===== src/rtl/object_frontend_pkg.sv =====
// Shared Q-format widths, angle constants, controlPad bit map and the
// inMtrx element-offset helper for the object front-end.
package object_frontend_pkg;

    localparam int Q_W = 21;  // Q1.10.10 position / vertex width
    localparam int A_W = 16;  // Q1.2.13 angle width

    localparam logic signed [A_W-1:0] PI     = 16'sd25736;
    localparam logic signed [A_W:0]   TWO_PI = 17'sd51472;
    localparam logic signed [Q_W-1:0] ONE    = 21'sd1024;

    localparam int PAD_XP  = 0;
    localparam int PAD_XN  = 1;
    localparam int PAD_YP  = 2;
    localparam int PAD_YN  = 3;
    localparam int PAD_ZP  = 4;
    localparam int PAD_ZN  = 5;
    localparam int PAD_AXP = 6;
    localparam int PAD_AXN = 7;
    localparam int PAD_AYP = 8;
    localparam int PAD_AYN = 9;
    localparam int PAD_AZP = 10;
    localparam int PAD_AZN = 11;

    // Low bit of element (row, col) in the packed 4x4 matrix.
    function automatic int mtrx_lo(input int row, input int col);
        return Q_W * (4 * row + col);
    endfunction

endpackage


===== src/rtl/object_frontend_fclk_rise_det.sv =====
// Brings the slow frame clock into the CLK domain and emits a one-cycle
// pulse on each of its rising edges.
module fclk_rise_det (
    input  logic CLK,
    input  logic rst,
    input  logic fclk,
    output logic fclk_rise
);

    logic [1:0] sync;
    logic       hist;

    // Reset to 1 so a high fclk at reset release is not mistaken for an edge.
    always_ff @(posedge CLK or posedge rst) begin
        if (rst) begin
            sync <= 2'b11;
            hist <= 1'b1;
        end else begin
            // NOTE: non-blocking assignments make the three flops shift as a chain;
            // blocking ones would collapse them into a single stage.
            sync <= {sync[0], fclk};
            hist <= sync[1];
        end
    end

    assign fclk_rise = sync[1] & ~hist;

endmodule


===== src/rtl/object_frontend.sv =====
// Object pose update and vertex-matrix packing for the transform pipeline.
// Optional macro ANGLE_WRAP_EN: angles wrap at +/-PI instead of saturating.
module object_frontend
    import object_frontend_pkg::*;
#(
    parameter logic signed [Q_W-1:0] HALF      = 21'sd1024,
    parameter logic signed [Q_W-1:0] MOVE_STEP = 21'sd1024,
    parameter logic signed [A_W-1:0] ANG_STEP  = 16'sd1024,
    parameter logic signed [Q_W-1:0] POS_LIMIT = 21'sd102400,
    parameter logic signed [Q_W-1:0] INIT_ZC   = -21'sd5120
) (
    input  logic                    CLK,
    input  logic                    rst,
    input  logic                    fclk,
    input  logic [11:0]             controlPad,
    output logic                    fclk_rise,
    output logic signed [Q_W-1:0]   Xc,
    output logic signed [Q_W-1:0]   Yc,
    output logic signed [Q_W-1:0]   Zc,
    output logic signed [Q_W-1:0]   vtx1_X,
    output logic signed [Q_W-1:0]   vtx1_Y,
    output logic signed [Q_W-1:0]   vtx1_Z,
    output logic signed [Q_W-1:0]   vtx2_X,
    output logic signed [Q_W-1:0]   vtx2_Y,
    output logic signed [Q_W-1:0]   vtx2_Z,
    output logic signed [Q_W-1:0]   vtx3_X,
    output logic signed [Q_W-1:0]   vtx3_Y,
    output logic signed [Q_W-1:0]   vtx3_Z,
    output logic signed [Q_W-1:0]   vtx4_X,
    output logic signed [Q_W-1:0]   vtx4_Y,
    output logic signed [Q_W-1:0]   vtx4_Z,
    output logic signed [A_W-1:0]   angleX,
    output logic signed [A_W-1:0]   angleY,
    output logic signed [A_W-1:0]   angleZ,
    output logic signed [16*Q_W-1:0] inMtrx
);

    // One extra bit of headroom so step-then-clamp/wrap never overflows.
    localparam logic signed [Q_W:0] MOVE_X = MOVE_STEP;
    localparam logic signed [Q_W:0] LIM_X  = POS_LIMIT;
    localparam logic signed [A_W:0] ANG_X  = ANG_STEP;
    localparam logic signed [A_W:0] PI_X   = PI;

    localparam logic signed [Q_W-1:0] VX [4] = '{HALF,  HALF, -HALF, -HALF};
    localparam logic signed [Q_W-1:0] VY [4] = '{HALF, -HALF,  HALF, -HALF};
    localparam logic signed [Q_W-1:0] VZ [4] = '{HALF, -HALF, -HALF,  HALF};

    fclk_rise_det u_rise (
        .CLK       (CLK),
        .rst       (rst),
        .fclk      (fclk),
        .fclk_rise (fclk_rise)
    );

    function automatic logic signed [Q_W-1:0] pos_next(
        input logic signed [Q_W-1:0] cur,
        input logic                  inc,
        input logic                  dec
    );
        logic signed [Q_W:0] sum;
        sum = Q_W'(0) + cur;
        sum = cur;
        if (inc && !dec)
            sum = sum + MOVE_X;
        else if (dec && !inc)
            sum = sum - MOVE_X;
        if (sum > LIM_X)
            return POS_LIMIT;
        else if (sum < -LIM_X)
            return -POS_LIMIT;
        return sum[Q_W-1:0];
    endfunction

    function automatic logic signed [A_W-1:0] ang_next(
        input logic signed [A_W-1:0] cur,
        input logic                  inc,
        input logic                  dec
    );
        logic signed [A_W:0] sum;
        sum = cur;
        if (inc && !dec)
            sum = sum + ANG_X;
        else if (dec && !inc)
            sum = sum - ANG_X;
`ifdef ANGLE_WRAP_EN
        if (sum > PI_X)
            sum = sum - TWO_PI;
        else if (sum < -PI_X)
            sum = sum + TWO_PI;
        return sum[A_W-1:0];
`else
        if (sum > PI_X)
            return PI;
        else if (sum < -PI_X)
            return -PI;
        return sum[A_W-1:0];
`endif
    endfunction

    // controlPad is only looked at on the edge that closes a fclk_rise cycle.
    always_ff @(posedge CLK or posedge rst) begin
        if (rst) begin
            Xc     <= '0;
            Yc     <= '0;
            Zc     <= INIT_ZC;
            angleX <= '0;
            angleY <= '0;
            angleZ <= '0;
        end else if (fclk_rise) begin
            Xc     <= pos_next(Xc, controlPad[PAD_XP], controlPad[PAD_XN]);
            Yc     <= pos_next(Yc, controlPad[PAD_YP], controlPad[PAD_YN]);
            Zc     <= pos_next(Zc, controlPad[PAD_ZP], controlPad[PAD_ZN]);
            angleX <= ang_next(angleX, controlPad[PAD_AXP], controlPad[PAD_AXN]);
            angleY <= ang_next(angleY, controlPad[PAD_AYP], controlPad[PAD_AYN]);
            angleZ <= ang_next(angleZ, controlPad[PAD_AZP], controlPad[PAD_AZN]);
        end
    end

    assign vtx1_X = VX[0];
    assign vtx1_Y = VY[0];
    assign vtx1_Z = VZ[0];
    assign vtx2_X = VX[1];
    assign vtx2_Y = VY[1];
    assign vtx2_Z = VZ[1];
    assign vtx3_X = VX[2];
    assign vtx3_Y = VY[2];
    assign vtx3_Z = VZ[2];
    assign vtx4_X = VX[3];
    assign vtx4_Y = VY[3];
    assign vtx4_Z = VZ[3];

    always_comb begin
        // NOTE: a full default before the loop guarantees every bit is driven,
        // so no latch can be inferred.
        inMtrx = '0;
        for (int c = 0; c < 4; c++) begin
            inMtrx[mtrx_lo(0, c) +: Q_W] = VX[c];
            inMtrx[mtrx_lo(1, c) +: Q_W] = VY[c];
            inMtrx[mtrx_lo(2, c) +: Q_W] = VZ[c];
            inMtrx[mtrx_lo(3, c) +: Q_W] = ONE;
        end
    end

endmodule


===== config.mk =====
export PLATFORM = sky130hd
export DESIGN_NAME = object_frontend
export DESIGN_NICKNAME = d
export VERILOG_FILES = /design/src/rtl/object_frontend_pkg.sv /design/src/rtl/object_frontend_fclk_rise_det.sv /design/src/rtl/object_frontend.sv
export SDC_FILE = /design/constraint.sdc
export NUM_CORES = 1
export LEC_CHECK = 0
export BUFFER_PORTS_ARGS = -buffer_cell sky130_fd_sc_hd__buf_2
export CORE_AREA = 2 2 278 280
export DETAILED_ROUTE_END_ITERATION = 16
export DIE_AREA = 0 0 280 282
export PLACE_DENSITY = 0.44
export SYNTH_ARGS = -nofsm -noshare
export SYNTH_HDL_FRONTEND = slang
export SYNTH_SLANG_ARGS = --single-unit

===== constraint.sdc =====
create_clock -name CLK -period 3.9 [get_ports CLK]
set_input_delay 1.17 -clock CLK [delete_from_list [all_inputs] [get_ports CLK]]
set_output_delay 1.17 -clock CLK [all_outputs]
set_load 0.1 [all_outputs]

==> flow_results.xml, run 1 <==
<?xml version="1.0" encoding="UTF-8"?>
<metrics>
  <group name="outcome">
    <metric name="run_status" unit="">finished clean</metric>
  </group>
  <group name="critical_path">
    <metric name="rrSetupSlack" unit="ns">0.63</metric>
    <metric name="cp_cell_sequence" unit="">buf_2, or4b_4, or4_4, buf_4, or4_1, o311a_1, nor4_4, nand2_2, a2111oi_2, a311o_1</metric>
    <metric name="cp.required" unit="ns">4.20</metric>
    <metric name="startpoint" unit="">controlPad[2]</metric>
    <metric name="critical_path.max_fanout" unit="">3</metric>
    <metric name="top_delay_family_on_crit_path" unit="">simple AND/OR/NAND/NOR gates</metric>
    <metric name="critical_path.slowest_cell" unit="">sky130_fd_sc_hd__or4b_4</metric>
    <metric name="worstReg2RegEnd" unit="">Yc[10]</metric>
    <metric name="timing.reg2reg.worst_path_depth" unit="">9</metric>
    <metric name="end_kind" unit="">flop</metric>
    <metric name="slowest_stage_delay_cp" unit="ns">0.52</metric>
    <metric name="cp_num_buf_inv" unit="">2</metric>
    <metric name="worst_setup_path_endpoint" unit="">Yc[10]</metric>
    <metric name="critical_path_class" unit="">in2reg</metric>
    <metric name="worst-endpoint-arrival" unit="ns">3.96</metric>
    <metric name="critPathLaunchType" unit="">primary input</metric>
    <metric name="timing.critical_path.depth" unit="">10</metric>
    <metric name="crit-reg2reg-launch" unit="">Yc[12]</metric>
  </group>
  <group name="yosys">
    <metric name="synth_top_family_by_area" unit="">buffers and inverters</metric>
    <metric name="synth_simple_gate_area_frac" unit="">0.138</metric>
    <metric name="ys_types" unit="">74</metric>
    <metric name="synth_top_cells_by_area" unit="">sky130_fd_sc_hd__buf_4 (50%), sky130_fd_sc_hd__dfrtp_1 (13%), sky130_fd_sc_hd__dfstp_2 (3.5%)</metric>
    <metric name="synth_enable_flop_cells" unit="">0</metric>
    <metric name="postSynth.topFlopCell" unit="">sky130_fd_sc_hd__dfrtp_1</metric>
    <metric name="synth-adder-area-share" unit="">0.0217</metric>
    <metric name="synth_top_cell_by_area" unit="">sky130_fd_sc_hd__buf_4</metric>
    <metric name="postSynth.asyncResetShare" unit="">1.00</metric>
    <metric name="synth.avg_cell_area" unit="µm²">7.83</metric>
    <metric name="synthMostInstantiatedCell" unit="">sky130_fd_sc_hd__buf_4</metric>
    <metric name="synth_top_area_share" unit="">0.496</metric>
    <metric name="netlist_area" unit="mm²">0.00967</metric>
    <metric name="synth.area.mux_share" unit="">0.00336</metric>
    <metric name="synthCells" unit="">1234</metric>
    <metric name="ys_top_cells_by_count" unit="">sky130_fd_sc_hd__buf_4 (639), sky130_fd_sc_hd__nand2_1 (58), sky130_fd_sc_hd__nor2_1 (55)</metric>
    <metric name="ys_seq_elements" unit="">63</metric>
    <metric name="xor_xnor_cell_area_share_of_the_yosys_netlist" unit="">0.0353</metric>
    <metric name="post_synthesis_compound_gate_area_fraction" unit="">0.116</metric>
    <metric name="synth_sequential_area_ratio" unit="">0.165</metric>
    <metric name="ys_warn_count" unit="">0</metric>
  </group>
  <group name="cts">
    <metric name="ctsResizeCount" unit="">0</metric>
    <metric name="cts-htree-levels" unit="">3</metric>
    <metric name="cts-root-to-sink-buffers" unit="">2</metric>
    <metric name="post-cts-setup-buffer-count" unit="">0</metric>
    <metric name="tritoncts" unit="">done</metric>
    <metric name="cts.root.buffer_cell" unit="">sky130_fd_sc_hd__clkbuf_16</metric>
    <metric name="cts.clk_slew.worst_paths" unit="ns">0.05</metric>
    <metric name="clkSinkCount" unit="">63</metric>
    <metric name="numCtsBuffers" unit="">9</metric>
    <metric name="hold_buffers" unit="">0</metric>
    <metric name="worstSkewPairLatency" unit="ns">0.36</metric>
  </group>
  <group name="global_route">
    <metric name="gr-usage-met3" unit="">0.0167</metric>
    <metric name="via_count_of_the_first_global_routing_pass" unit="">4737</metric>
    <metric name="grt_use_total" unit="">0.0505</metric>
    <metric name="grt_util_met2" unit="">0.0786</metric>
    <metric name="routing_layer_with_the_top_usage_in_global_route" unit="">met2</metric>
    <metric name="antenna_violations_before_repair" unit="">0</metric>
    <metric name="grt-ovfl-total" unit="">0</metric>
    <metric name="met1_usage" unit="">0.0645</metric>
    <metric name="grt_first_pass_wirelength" unit="µm">29600</metric>
    <metric name="grt_max_degree" unit="">59</metric>
  </group>
  <group name="detailed_routing">
    <metric name="detailedRoute.firstPassIterationCount" unit="">4</metric>
    <metric name="antenna_left" unit="">0</metric>
    <metric name="vias" unit="">6300</metric>
    <metric name="routed_wl" unit="µm">21900</metric>
    <metric name="routedWlPerCell" unit="µm">9.56</metric>
    <metric name="drc_errors" unit="">0</metric>
    <metric name="first_iter_violations" unit="">231</metric>
    <metric name="detail_route.vias_per_cell" unit="">2.75</metric>
  </group>
  <group name="job">
    <metric name="max-cap-violations" unit="">0</metric>
  </group>
  <group name="power_and_ir_drop">
    <metric name="switching_power" unit="mW">6.84</metric>
    <metric name="p_sw_frac" unit="">0.744</metric>
    <metric name="internal-power" unit="mW">2.35</metric>
    <metric name="clock_group_share_of_total_power" unit="">0.084</metric>
    <metric name="power.share.combinational" unit="">0.759</metric>
    <metric name="seq_power_share" unit="">0.156</metric>
    <metric name="cellLeakagePower" unit="nW">4.49</metric>
    <metric name="cellPowerDensity" unit="mW/mm²">994</metric>
    <metric name="vdd_ir_drop_max" unit="mV">0.624</metric>
  </group>
  <group name="placement">
    <metric name="post_detailed_placement_half_perimeter_wirelength" unit="µm">17900</metric>
    <metric name="port_buffers" unit="">87</metric>
    <metric name="globalplace.congestion" unit="">0.759</metric>
    <metric name="post_dp_cell_area" unit="mm²">0.00898</metric>
  </group>
  <group name="final_layout">
    <metric name="antenna_cells" unit="">0</metric>
    <metric name="flow.area_growth_from_synthesis" unit="%">-4.36</metric>
    <metric name="num-nets-final" unit="">1339</metric>
    <metric name="post_route_cells_drive_above_1_share" unit="">0.123</metric>
    <metric name="design_area" unit="mm²">0.00925</metric>
  </group>
  <group name="sta">
    <metric name="hold_slack" unit="ns">0.355</metric>
    <metric name="report.final.hold_viol_count" unit="">0</metric>
    <metric name="fin_crit" unit="ns">3.66</metric>
    <metric name="setup_viol_count_final" unit="">0</metric>
    <metric name="finClkSkew" unit="ns">0.0117</metric>
    <metric name="rsz0062_at_grt" unit="">no</metric>
    <metric name="slew_headroom" unit="">0.521</metric>
    <metric name="timing_max_transition_violations_final" unit="">0</metric>
    <metric name="tightest_slew" unit="ns">0.718</metric>
    <metric name="timing.fmax" unit="GHz">0.273</metric>
    <metric name="finalCritPeriodShare" unit="">0.938</metric>
  </group>
  <group name="floorplanning">
    <metric name="placeableCoreArea" unit="mm²">0.0757</metric>
    <metric name="chipWidth" unit="µm">280</metric>
    <metric name="placementRows" unit="">101</metric>
    <metric name="i_o_pins" unit="">715</metric>
    <metric name="die_outline_height" unit="µm">282</metric>
    <metric name="die_outline_area" unit="mm²">0.0790</metric>
    <metric name="floorplan.initialDensity" unit="">0.128</metric>
  </group>
  <group name="worst_hold_path">
    <metric name="holdCritPathClass" unit="">reg2reg</metric>
  </group>
</metrics>
## routing by layer
metal,part of all wire,vias to the layer above
li1,-,2994
met1,0.42,2941
met2,0.48,347
met3,0.078,18
met4,0.017,0
met5,0,-
## cell families (layout without fill, tap and decap cells)
family                   after synthesis  after routing
AND/OR/NAND/NOR                      249            249
flip-flops                            63             63
XOR/XNOR                              39             39
buffers and inverters                699            157
multiplexers                           3              3
other                                  2            627
adder cells (fa/ha/maj)               18             18
AO/OA/AOI/OAI                        161            161
## power groups by stage
stage                     registers [mW]  logic (mW)  clock network, mW
after floorplan                     2.94        5.12                  0
after global placement              1.46        7.03                  0
after detailed placement            1.46        7.00                  0
after CTS                           1.45        7.02              0.828
after global routing                1.52        7.31              0.847
final                               1.44        6.98              0.773
## worst min-delay path by stage
stage	startpoint	to	slack, ns	depth (start not counted)
3_3_place_gp	u_rise.sync[0]	u_rise.sync[1]	0.35	0
2_1_floorplan	u_rise.sync[0]	u_rise.sync[1]	0.35	0
6_report	u_rise.sync[0]	u_rise.sync[1]	0.36	0
3_5_place_dp	u_rise.sync[0]	u_rise.sync[1]	0.35	0
5_1_grt	u_rise.sync[0]	u_rise.sync[1]	0.36	0
4_1_cts	u_rise.sync[0]	u_rise.sync[1]	0.35	0
## worst register-to-register path, stage by stage (launching register included)
cell	delay [ns]
sky130_fd_sc_hd__dfrtp_1	0.47
sky130_fd_sc_hd__or4b_4	0.58
sky130_fd_sc_hd__or4_4	0.51
sky130_fd_sc_hd__buf_4	0.16
sky130_fd_sc_hd__or4_1	0.40
sky130_fd_sc_hd__o311a_1	0.16
sky130_fd_sc_hd__nor4_4	0.29
sky130_fd_sc_hd__nand2_2	0.10
sky130_fd_sc_hd__a2111oi_2	0.37
sky130_fd_sc_hd__a311o_1	0.16
## through the flow
stage          total power [mW]  utilization  TNS, ns  std cells  worst slack, ns
3_5_place_dp               8.46        0.119   -0.150       2279           -0.106
6_report                   9.19        0.122        0       2295            0.242
4_1_cts                    9.30        0.122        0       2295            0.281
2_1_floorplan              8.06            -        0       1859           0.0882
3_3_place_gp               8.50        0.119   -0.340       2279           -0.144
5_1_grt                    9.68        0.122        0       2295            0.147
## cell usage in the layout, fill, tap and decap left out, drive strengths merged, types with 14 or more instances in the layout
cell / n
nand2: 59
a21oi: 24
clkbuf: 14
nor2: 55
o21ai: 24
xnor2: 24
xor2: 15
nor2b: 15
buf: 113
inv: 27
nor3: 17
conb: 627
dfrtp: 50
a31oi: 15
nand3: 16
## sequential cells by signal, indices dropped and copies added (netlist names)
| signal | flops |
|---|---|
| angleZ | 9 |
| angleX | 9 |
| u_rise.hist | 1 |
| Zc | 11 |
| angleY | 9 |
| u_rise.sync | 2 |
| Yc | 11 |
| Xc | 11 |
## final cells by class
cell class | count | area, µm²
sequential | 63 | 1590
multi-input combinational | 1097 | 5400
fill | 8719 | 66500
tap | 978 | 1220
clock inverter | 2 | 10.0
timing repair buffer | 113 | 658
inverter | 28 | 106
clock buffer | 14 | 254
Power figures use the tool's default switching activity.
==> inputs of run 2 (changes only) <==
--- a/config.mk
+++ b/config.mk
@@ -6,9 +6,9 @@
 export NUM_CORES = 1
 export LEC_CHECK = 0
 export BUFFER_PORTS_ARGS = -buffer_cell sky130_fd_sc_hd__buf_2
-export CORE_AREA = 2 2 278 280
+export CORE_AREA = 2 2 281 283
 export DETAILED_ROUTE_END_ITERATION = 16
-export DIE_AREA = 0 0 280 282
+export DIE_AREA = 0 0 283 285
 export PLACE_DENSITY = 0.44
 export SYNTH_ARGS = -nofsm -noshare
 export SYNTH_HDL_FRONTEND = slang
==> constraint.sdc (replaced) <==
create_clock -name CLK -period 4.4 [get_ports CLK]
set_input_delay 1.32 -clock CLK [delete_from_list [all_inputs] [get_ports CLK]]
set_output_delay 1.32 -clock CLK [all_outputs]
set_load 0.1 [all_outputs]
==> flow_results.xml, run 2 (synthesized netlist as in run 1, its figures left out) <==
<?xml version="1.0" encoding="UTF-8"?>
<metrics>
  <group name="critical_path">
    <metric name="worst-endpoint-arrival" unit="ns">4.24</metric>
    <metric name="cp.required" unit="ns">4.70</metric>
    <metric name="cp_cell_sequence" unit="">buf_2, or4b_4, or4_4, o22ai_1, xnor2_1, nand2_1, or4b_1, a2111oi_2, a311o_1</metric>
    <metric name="timing.reg2reg.worst_path_depth" unit="">8</metric>
    <metric name="top_delay_family_on_crit_path" unit="">simple AND/OR/NAND/NOR gates</metric>
    <metric name="crit-reg2reg-launch" unit="">Yc[12]</metric>
    <metric name="critical_path_class" unit="">in2reg</metric>
    <metric name="worstReg2RegEnd" unit="">Yc[10]</metric>
    <metric name="slowest_stage_delay_cp" unit="ns">0.64</metric>
    <metric name="startpoint" unit="">controlPad[2]</metric>
    <metric name="critPathLaunchType" unit="">primary input</metric>
    <metric name="rrSetupSlack" unit="ns">1.02</metric>
    <metric name="critical_path.max_fanout" unit="">6</metric>
    <metric name="end_kind" unit="">flop</metric>
    <metric name="critical_path.slowest_cell" unit="">sky130_fd_sc_hd__or4b_1</metric>
    <metric name="cp_num_buf_inv" unit="">1</metric>
  </group>
  <group name="detailed_routing">
    <metric name="vias" unit="">6233</metric>
    <metric name="detailroute.wirelength.met3" unit="µm">2980</metric>
    <metric name="detail_route.vias_per_cell" unit="">2.65</metric>
    <metric name="antenna_left" unit="">0</metric>
    <metric name="drc_errors" unit="">0</metric>
    <metric name="routed-wl-met2" unit="µm">10400</metric>
    <metric name="routed_wl" unit="µm">22200</metric>
    <metric name="detail_route.wirelength.met1" unit="µm">8510</metric>
    <metric name="first_iter_violations" unit="">262</metric>
    <metric name="highest-signal-layer" unit="">met5</metric>
    <metric name="detailedRoute.firstPassIterationCount" unit="">4</metric>
    <metric name="routedWlPerCell" unit="µm">9.47</metric>
  </group>
  <group name="cts">
    <metric name="tritoncts" unit="">done</metric>
    <metric name="post-cts-setup-buffer-count" unit="">0</metric>
    <metric name="worstSkewPairLatency" unit="ns">0.38</metric>
    <metric name="cts-htree-levels" unit="">3</metric>
    <metric name="hold_buffers" unit="">0</metric>
    <metric name="cts.root.buffer_cell" unit="">sky130_fd_sc_hd__clkbuf_16</metric>
    <metric name="clkSinkCount" unit="">63</metric>
    <metric name="cts.clk_slew.worst_paths" unit="ns">0.06</metric>
    <metric name="cts-root-to-sink-buffers" unit="">2</metric>
    <metric name="ctsResizeCount" unit="">0</metric>
    <metric name="numCtsBuffers" unit="">9</metric>
  </group>
  <group name="global_route">
    <metric name="via_count_of_the_first_global_routing_pass" unit="">4623</metric>
    <metric name="grt-ovfl-total" unit="">0</metric>
    <metric name="grt_first_pass_wirelength" unit="µm">30300</metric>
    <metric name="grt_use_total" unit="">0.0506</metric>
    <metric name="grt_max_degree" unit="">38</metric>
    <metric name="antenna_violations_before_repair" unit="">4</metric>
  </group>
  <group name="worst_hold_path">
    <metric name="timing.hold.worst_path_depth" unit="">0</metric>
    <metric name="holdPathEnd" unit="">u_rise.sync[1]</metric>
    <metric name="min-delay-start" unit="">u_rise.sync[0]</metric>
    <metric name="holdCritPathClass" unit="">reg2reg</metric>
  </group>
  <group name="final_layout">
    <metric name="flow.area_growth_from_synthesis" unit="%">-5.03</metric>
    <metric name="reg_top3" unit="">Xc: 11 flops, Yc: 11 flops, Zc: 11 flops</metric>
    <metric name="final_common_cell" unit="">sky130_fd_sc_hd__conb_1</metric>
    <metric name="final-instance-count-excl-fill" unit="">2348</metric>
    <metric name="post_route_cells_drive_above_1_share" unit="">0.111</metric>
    <metric name="num-nets-final" unit="">1318</metric>
    <metric name="mostFrequentLayoutCells" unit="">sky130_fd_sc_hd__conb_1 (627), sky130_fd_sc_hd__buf_2 (87), sky130_fd_sc_hd__nand2_1 (58), sky130_fd_sc_hd__nor2_1 (55), sky130_fd_sc_hd__dfrtp_1 (50)</metric>
  </group>
  <group name="sta">
    <metric name="fin_setup_tns" unit="ns">0</metric>
    <metric name="fin_crit" unit="ns">3.94</metric>
    <metric name="finClkSkew" unit="ns">0.0212</metric>
    <metric name="report.final.hold_viol_count" unit="">0</metric>
    <metric name="finalCritPeriodShare" unit="">0.895</metric>
    <metric name="timing.fmax" unit="GHz">0.254</metric>
    <metric name="tightest_slew" unit="ns">0.679</metric>
    <metric name="setup_viol_count_final" unit="">0</metric>
    <metric name="timing_max_transition_violations_final" unit="">0</metric>
    <metric name="rsz0062_at_grt" unit="">no</metric>
    <metric name="slew_headroom" unit="">0.550</metric>
  </group>
  <group name="outcome">
    <metric name="run_status" unit="">finished clean</metric>
  </group>
  <group name="placement">
    <metric name="dp.cells" unit="">2330</metric>
    <metric name="post_detailed_placement_half_perimeter_wirelength" unit="µm">17900</metric>
    <metric name="port_buffers" unit="">87</metric>
    <metric name="globalplace.congestion" unit="">0.774</metric>
  </group>
  <group name="power_and_ir_drop">
    <metric name="cellLeakagePower" unit="nW">4.38</metric>
    <metric name="cellPowerDensity" unit="mW/mm²">883</metric>
    <metric name="vdd_ir_drop_max" unit="mV">0.644</metric>
  </group>
  <group name="floorplanning">
    <metric name="die_outline_area" unit="mm²">0.0807</metric>
    <metric name="placeableCoreArea" unit="mm²">0.0780</metric>
    <metric name="i_o_pins" unit="">715</metric>
    <metric name="floorplan.initialDensity" unit="">0.124</metric>
    <metric name="chipWidth" unit="µm">283</metric>
    <metric name="placementRows" unit="">103</metric>
    <metric name="die_outline_height" unit="µm">285</metric>
  </group>
  <group name="job">
    <metric name="max-cap-violations" unit="">0</metric>
  </group>
</metrics>
[run 2: changes by cell type in the layout (fill, tap and decap cells not counted), sizes merged]
cell	delta
diode	+2
buf	-21
clkinv	+1
clkinvlp	+2
clkbuf	-3
[run 2: metal layers]
| layer | up-vias | GRT usage |
|---|---|---|
| met1 | 2922 | 0.0596 |
| li1 | 2948 | - |
| met2 | 345 | 0.0772 |
| met3 | 16 | 0.0285 |
| met5 | - | 0 |
| met4 | 2 | 0.0164 |
[run 2: how the worst max path moves through the flow]
stage | to | depth (start not counted)
2_1_floorplan | Yc[10] | 8
3_3_place_gp | Yc[10] | 9
3_5_place_dp | Yc[10] | 9
4_1_cts | Yc[10] | 9
5_1_grt | Yc[10] | 9
6_report | Yc[10] | 9
[run 2: power breakdown]
group	internal (mW)	switching (mW)
registers	0.814	0.482
logic	0.800	5.29
clock network	0.396	0.328
[run 2: layout make-up]
class                   instances  area [µm²]
flip-flops and latches         63        1590
repair buffers                 92         485
well taps                    1050        1310
diodes                          2        5.00
clock buffers                  11         243
fillers                      9110       68800
inverters                      28         106
multi-input cells            1097        5400
clock inverters                 5        33.8
[run 2: worst register-to-register path, stage by stage, from the launching register on]
cell                        delay, ns
sky130_fd_sc_hd__dfrtp_1         0.47
sky130_fd_sc_hd__or4b_4          0.63
sky130_fd_sc_hd__or4_4           0.53
sky130_fd_sc_hd__o22ai_1         0.21
sky130_fd_sc_hd__xnor2_1         0.22
sky130_fd_sc_hd__nand2_1         0.11
sky130_fd_sc_hd__or4b_1          0.64
sky130_fd_sc_hd__a2111oi_2       0.34
sky130_fd_sc_hd__a311o_1         0.16
[run 2: through the flow]
stage	hold slack, ns	utilization	power (mW)	cell area, µm²	setup slack, ns
floorplan	0.345	-	7.14	12000	0.438
global placement	0.355	0.114	7.45	8900	0.0605
detailed placement	0.356	0.114	7.44	8900	0.124
CTS	0.367	0.118	8.22	9180	0.516
global route	0.367	0.118	8.54	9180	0.366
finish	0.364	0.118	8.11	9180	0.461
==> inputs of run 3 (changes only) <==
--- a/config.mk
+++ b/config.mk
@@ -7,9 +7,11 @@
 export LEC_CHECK = 0
 export BUFFER_PORTS_ARGS = -buffer_cell sky130_fd_sc_hd__buf_2
 export CORE_AREA = 2 2 281 283
+export CTS_BUF_LIST = sky130_fd_sc_hd__clkbuf_8
 export DETAILED_ROUTE_END_ITERATION = 16
 export DIE_AREA = 0 0 283 285
 export PLACE_DENSITY = 0.44
+export REMOVE_ABC_BUFFERS = 1
 export SYNTH_ARGS = -nofsm -noshare
 export SYNTH_HDL_FRONTEND = slang
 export SYNTH_SLANG_ARGS = --single-unit
==> flow_results.xml, run 3 (synthesized netlist as in run 1, its figures left out) <==
<?xml version="1.0" encoding="UTF-8"?>
<metrics>
  <group name="outcome">
    <metric name="run_status" unit="">finished clean</metric>
  </group>
  <group name="detailed_routing">
    <metric name="drc_errors" unit="">0</metric>
    <metric name="routed_wl" unit="µm">20200</metric>
    <metric name="vias" unit="">6257</metric>
    <metric name="antenna_left" unit="">0</metric>
    <metric name="detail_route.vias_per_cell" unit="">2.66</metric>
    <metric name="first_iter_violations" unit="">246</metric>
    <metric name="detailedRoute.firstPassIterationCount" unit="">4</metric>
    <metric name="routedWlPerCell" unit="µm">8.59</metric>
  </group>
  <group name="power_and_ir_drop">
    <metric name="power.share.combinational" unit="">0.765</metric>
    <metric name="p_sw_frac" unit="">0.759</metric>
    <metric name="clock_group_share_of_total_power" unit="">0.075</metric>
    <metric name="cellLeakagePower" unit="nW">4.37</metric>
    <metric name="vdd_ir_drop_max" unit="mV">0.579</metric>
    <metric name="seq_power_share" unit="">0.160</metric>
    <metric name="cellPowerDensity" unit="mW/mm²">868</metric>
    <metric name="switching_power" unit="mW">6.02</metric>
    <metric name="internal-power" unit="mW">1.91</metric>
  </group>
  <group name="final_layout">
    <metric name="final_common_cell" unit="">sky130_fd_sc_hd__conb_1</metric>
    <metric name="reg_top3" unit="">Xc: 11 flops, Yc: 11 flops, Zc: 11 flops</metric>
    <metric name="design_area" unit="mm²">0.00913</metric>
    <metric name="post_route_cells_drive_above_1_share" unit="">0.114</metric>
    <metric name="final_core_utilization" unit="">0.117</metric>
    <metric name="num-nets-final" unit="">1321</metric>
    <metric name="fill_cells" unit="">9027</metric>
    <metric name="final-instance-count-excl-fill" unit="">2351</metric>
    <metric name="mostFrequentLayoutCells" unit="">sky130_fd_sc_hd__conb_1 (627), sky130_fd_sc_hd__buf_2 (87), sky130_fd_sc_hd__nand2_1 (58), sky130_fd_sc_hd__nor2_1 (55), sky130_fd_sc_hd__dfrtp_1 (50)</metric>
    <metric name="flow.area_growth_from_synthesis" unit="%">-5.53</metric>
  </group>
  <group name="floorplanning">
    <metric name="placementRows" unit="">103</metric>
    <metric name="i_o_pins" unit="">715</metric>
    <metric name="die_outline_height" unit="µm">285</metric>
    <metric name="placeableCoreArea" unit="mm²">0.0780</metric>
    <metric name="floorplan.initialDensity" unit="">0.124</metric>
    <metric name="chipWidth" unit="µm">283</metric>
    <metric name="die_outline_area" unit="mm²">0.0807</metric>
  </group>
  <group name="cts">
    <metric name="cts-root-to-sink-buffers" unit="">2</metric>
    <metric name="hold_buffers" unit="">0</metric>
    <metric name="clkSinkCount" unit="">63</metric>
    <metric name="cts-htree-levels" unit="">3</metric>
    <metric name="ctsResizeCount" unit="">0</metric>
    <metric name="numCtsBuffers" unit="">9</metric>
    <metric name="tritoncts" unit="">done</metric>
    <metric name="worstSkewPairLatency" unit="ns">0.43</metric>
    <metric name="cts.root.buffer_cell" unit="">sky130_fd_sc_hd__clkbuf_8</metric>
    <metric name="post-cts-setup-buffer-count" unit="">0</metric>
    <metric name="cts.clk_slew.worst_paths" unit="ns">0.10</metric>
  </group>
  <group name="global_route">
    <metric name="antenna_violations_before_repair" unit="">2</metric>
    <metric name="via_count_of_the_first_global_routing_pass" unit="">4771</metric>
    <metric name="grt_first_pass_wirelength" unit="µm">28400</metric>
    <metric name="grt_use_total" unit="">0.0463</metric>
    <metric name="grt-ovfl-total" unit="">0</metric>
    <metric name="grt_max_degree" unit="">45</metric>
  </group>
  <group name="critical_path">
    <metric name="end_kind" unit="">flop</metric>
    <metric name="critical_path_class" unit="">in2reg</metric>
    <metric name="critical_path.slowest_cell" unit="">sky130_fd_sc_hd__or4b_1</metric>
    <metric name="top_delay_family_on_crit_path" unit="">simple AND/OR/NAND/NOR gates</metric>
    <metric name="critical_path.max_fanout" unit="">6</metric>
    <metric name="critPathLaunchType" unit="">primary input</metric>
    <metric name="cp_num_buf_inv" unit="">1</metric>
    <metric name="worst-endpoint-arrival" unit="ns">4.13</metric>
    <metric name="cp.required" unit="ns">4.75</metric>
    <metric name="slowest_stage_delay_cp" unit="ns">0.59</metric>
    <metric name="cp_cell_sequence" unit="">buf_2, or4b_4, or4_4, o22ai_1, xnor2_1, nand2_1, or4b_1, a2111oi_2, a311o_1</metric>
  </group>
  <group name="placement">
    <metric name="post-place-ws" unit="ns">0.196</metric>
    <metric name="dp.cells" unit="">2333</metric>
    <metric name="port_buffers" unit="">87</metric>
    <metric name="globalplace.congestion" unit="">0.783</metric>
    <metric name="post_dp_cell_area" unit="mm²">0.00892</metric>
    <metric name="post_detailed_placement_half_perimeter_wirelength" unit="µm">16000</metric>
  </group>
  <group name="sta">
    <metric name="finalCritPeriodShare" unit="">0.859</metric>
    <metric name="rsz0062_at_grt" unit="">no</metric>
    <metric name="layout_setup_ws" unit="ns">0.619</metric>
    <metric name="fin_crit" unit="ns">3.78</metric>
    <metric name="report.final.hold_viol_count" unit="">0</metric>
    <metric name="finClkSkew" unit="ns">0.0259</metric>
    <metric name="slew_headroom" unit="">0.527</metric>
    <metric name="timing_max_transition_violations_final" unit="">0</metric>
    <metric name="tightest_slew" unit="ns">0.704</metric>
    <metric name="timing.fmax" unit="GHz">0.264</metric>
    <metric name="setup_viol_count_final" unit="">0</metric>
  </group>
  <group name="job">
    <metric name="max-cap-violations" unit="">0</metric>
  </group>
  <group name="worst_hold_path">
    <metric name="holdCritPathClass" unit="">reg2reg</metric>
  </group>
</metrics>
run 3: cell count changes in the layout (fill, tap and decap cells not counted), sizes merged:
cell	change
buf	+3
inv	+1
bufinv	+1
clkinvlp	-1
clkbuf	-1
run 3: metrics by stage:
step                hold WS, ns  total power, mW  TNS, ns
floorplan                 0.345             6.58    -7.12
finish                    0.368             7.93        0
global route              0.380             8.36        0
global placement          0.357             7.39        0
detailed placement        0.357             7.37        0
CTS                       0.372             8.02        0
run 3: power groups by stage:
stage	registers [mW]	clock network (mW)	logic (mW)
6_report	1.27	0.591	6.07
5_1_grt	1.34	0.662	6.35
4_1_cts	1.28	0.646	6.09
3_5_place_dp	1.29	0	6.08
3_3_place_gp	1.29	0	6.10
2_1_floorplan	3.10	0	3.48
run 3: final timing paths:
kind	startpoint	to	slack (ns)	cells after the start
worst max-delay path	controlPad[2]	Yc[10]	0.62	9
worst min-delay path	u_rise.sync[0]	u_rise.sync[1]	0.37	0
worst max register to register	Yc[12]	Yc[10]	1.14	8
worst min register to register	u_rise.sync[0]	u_rise.sync[1]	0.37	0
max in group asynchronous	rst	Xc[10]	2.79	3
min in group asynchronous	rst	angleZ[14]	0.97	2
run 3: layout make-up:
class | count | area (µm²) | area share
Inverter | 28 | 106 | 0.0116
Antenna cell | 2 | 5.00 | 0.000548
Clock buffer | 10 | 138 | 0.0151
Timing Repair Buffer | 95 | 508 | 0.0556
Multi-Input combinational cell | 1097 | 5400 | 0.591
Tap cell | 1050 | 1310 | 0.144
Clock inverter | 6 | 68.8 | 0.00753
Sequential cell | 63 | 1590 | 0.174
run 3: per-layer routing:
metal,GRT usage,routed length (µm),up-vias
met1,0.0559,8320,2943
met5,0,0,-
met2,0.0727,9640,340
met4,0.0219,391,0
li1,-,-,2958
met3,0.0170,1850,16
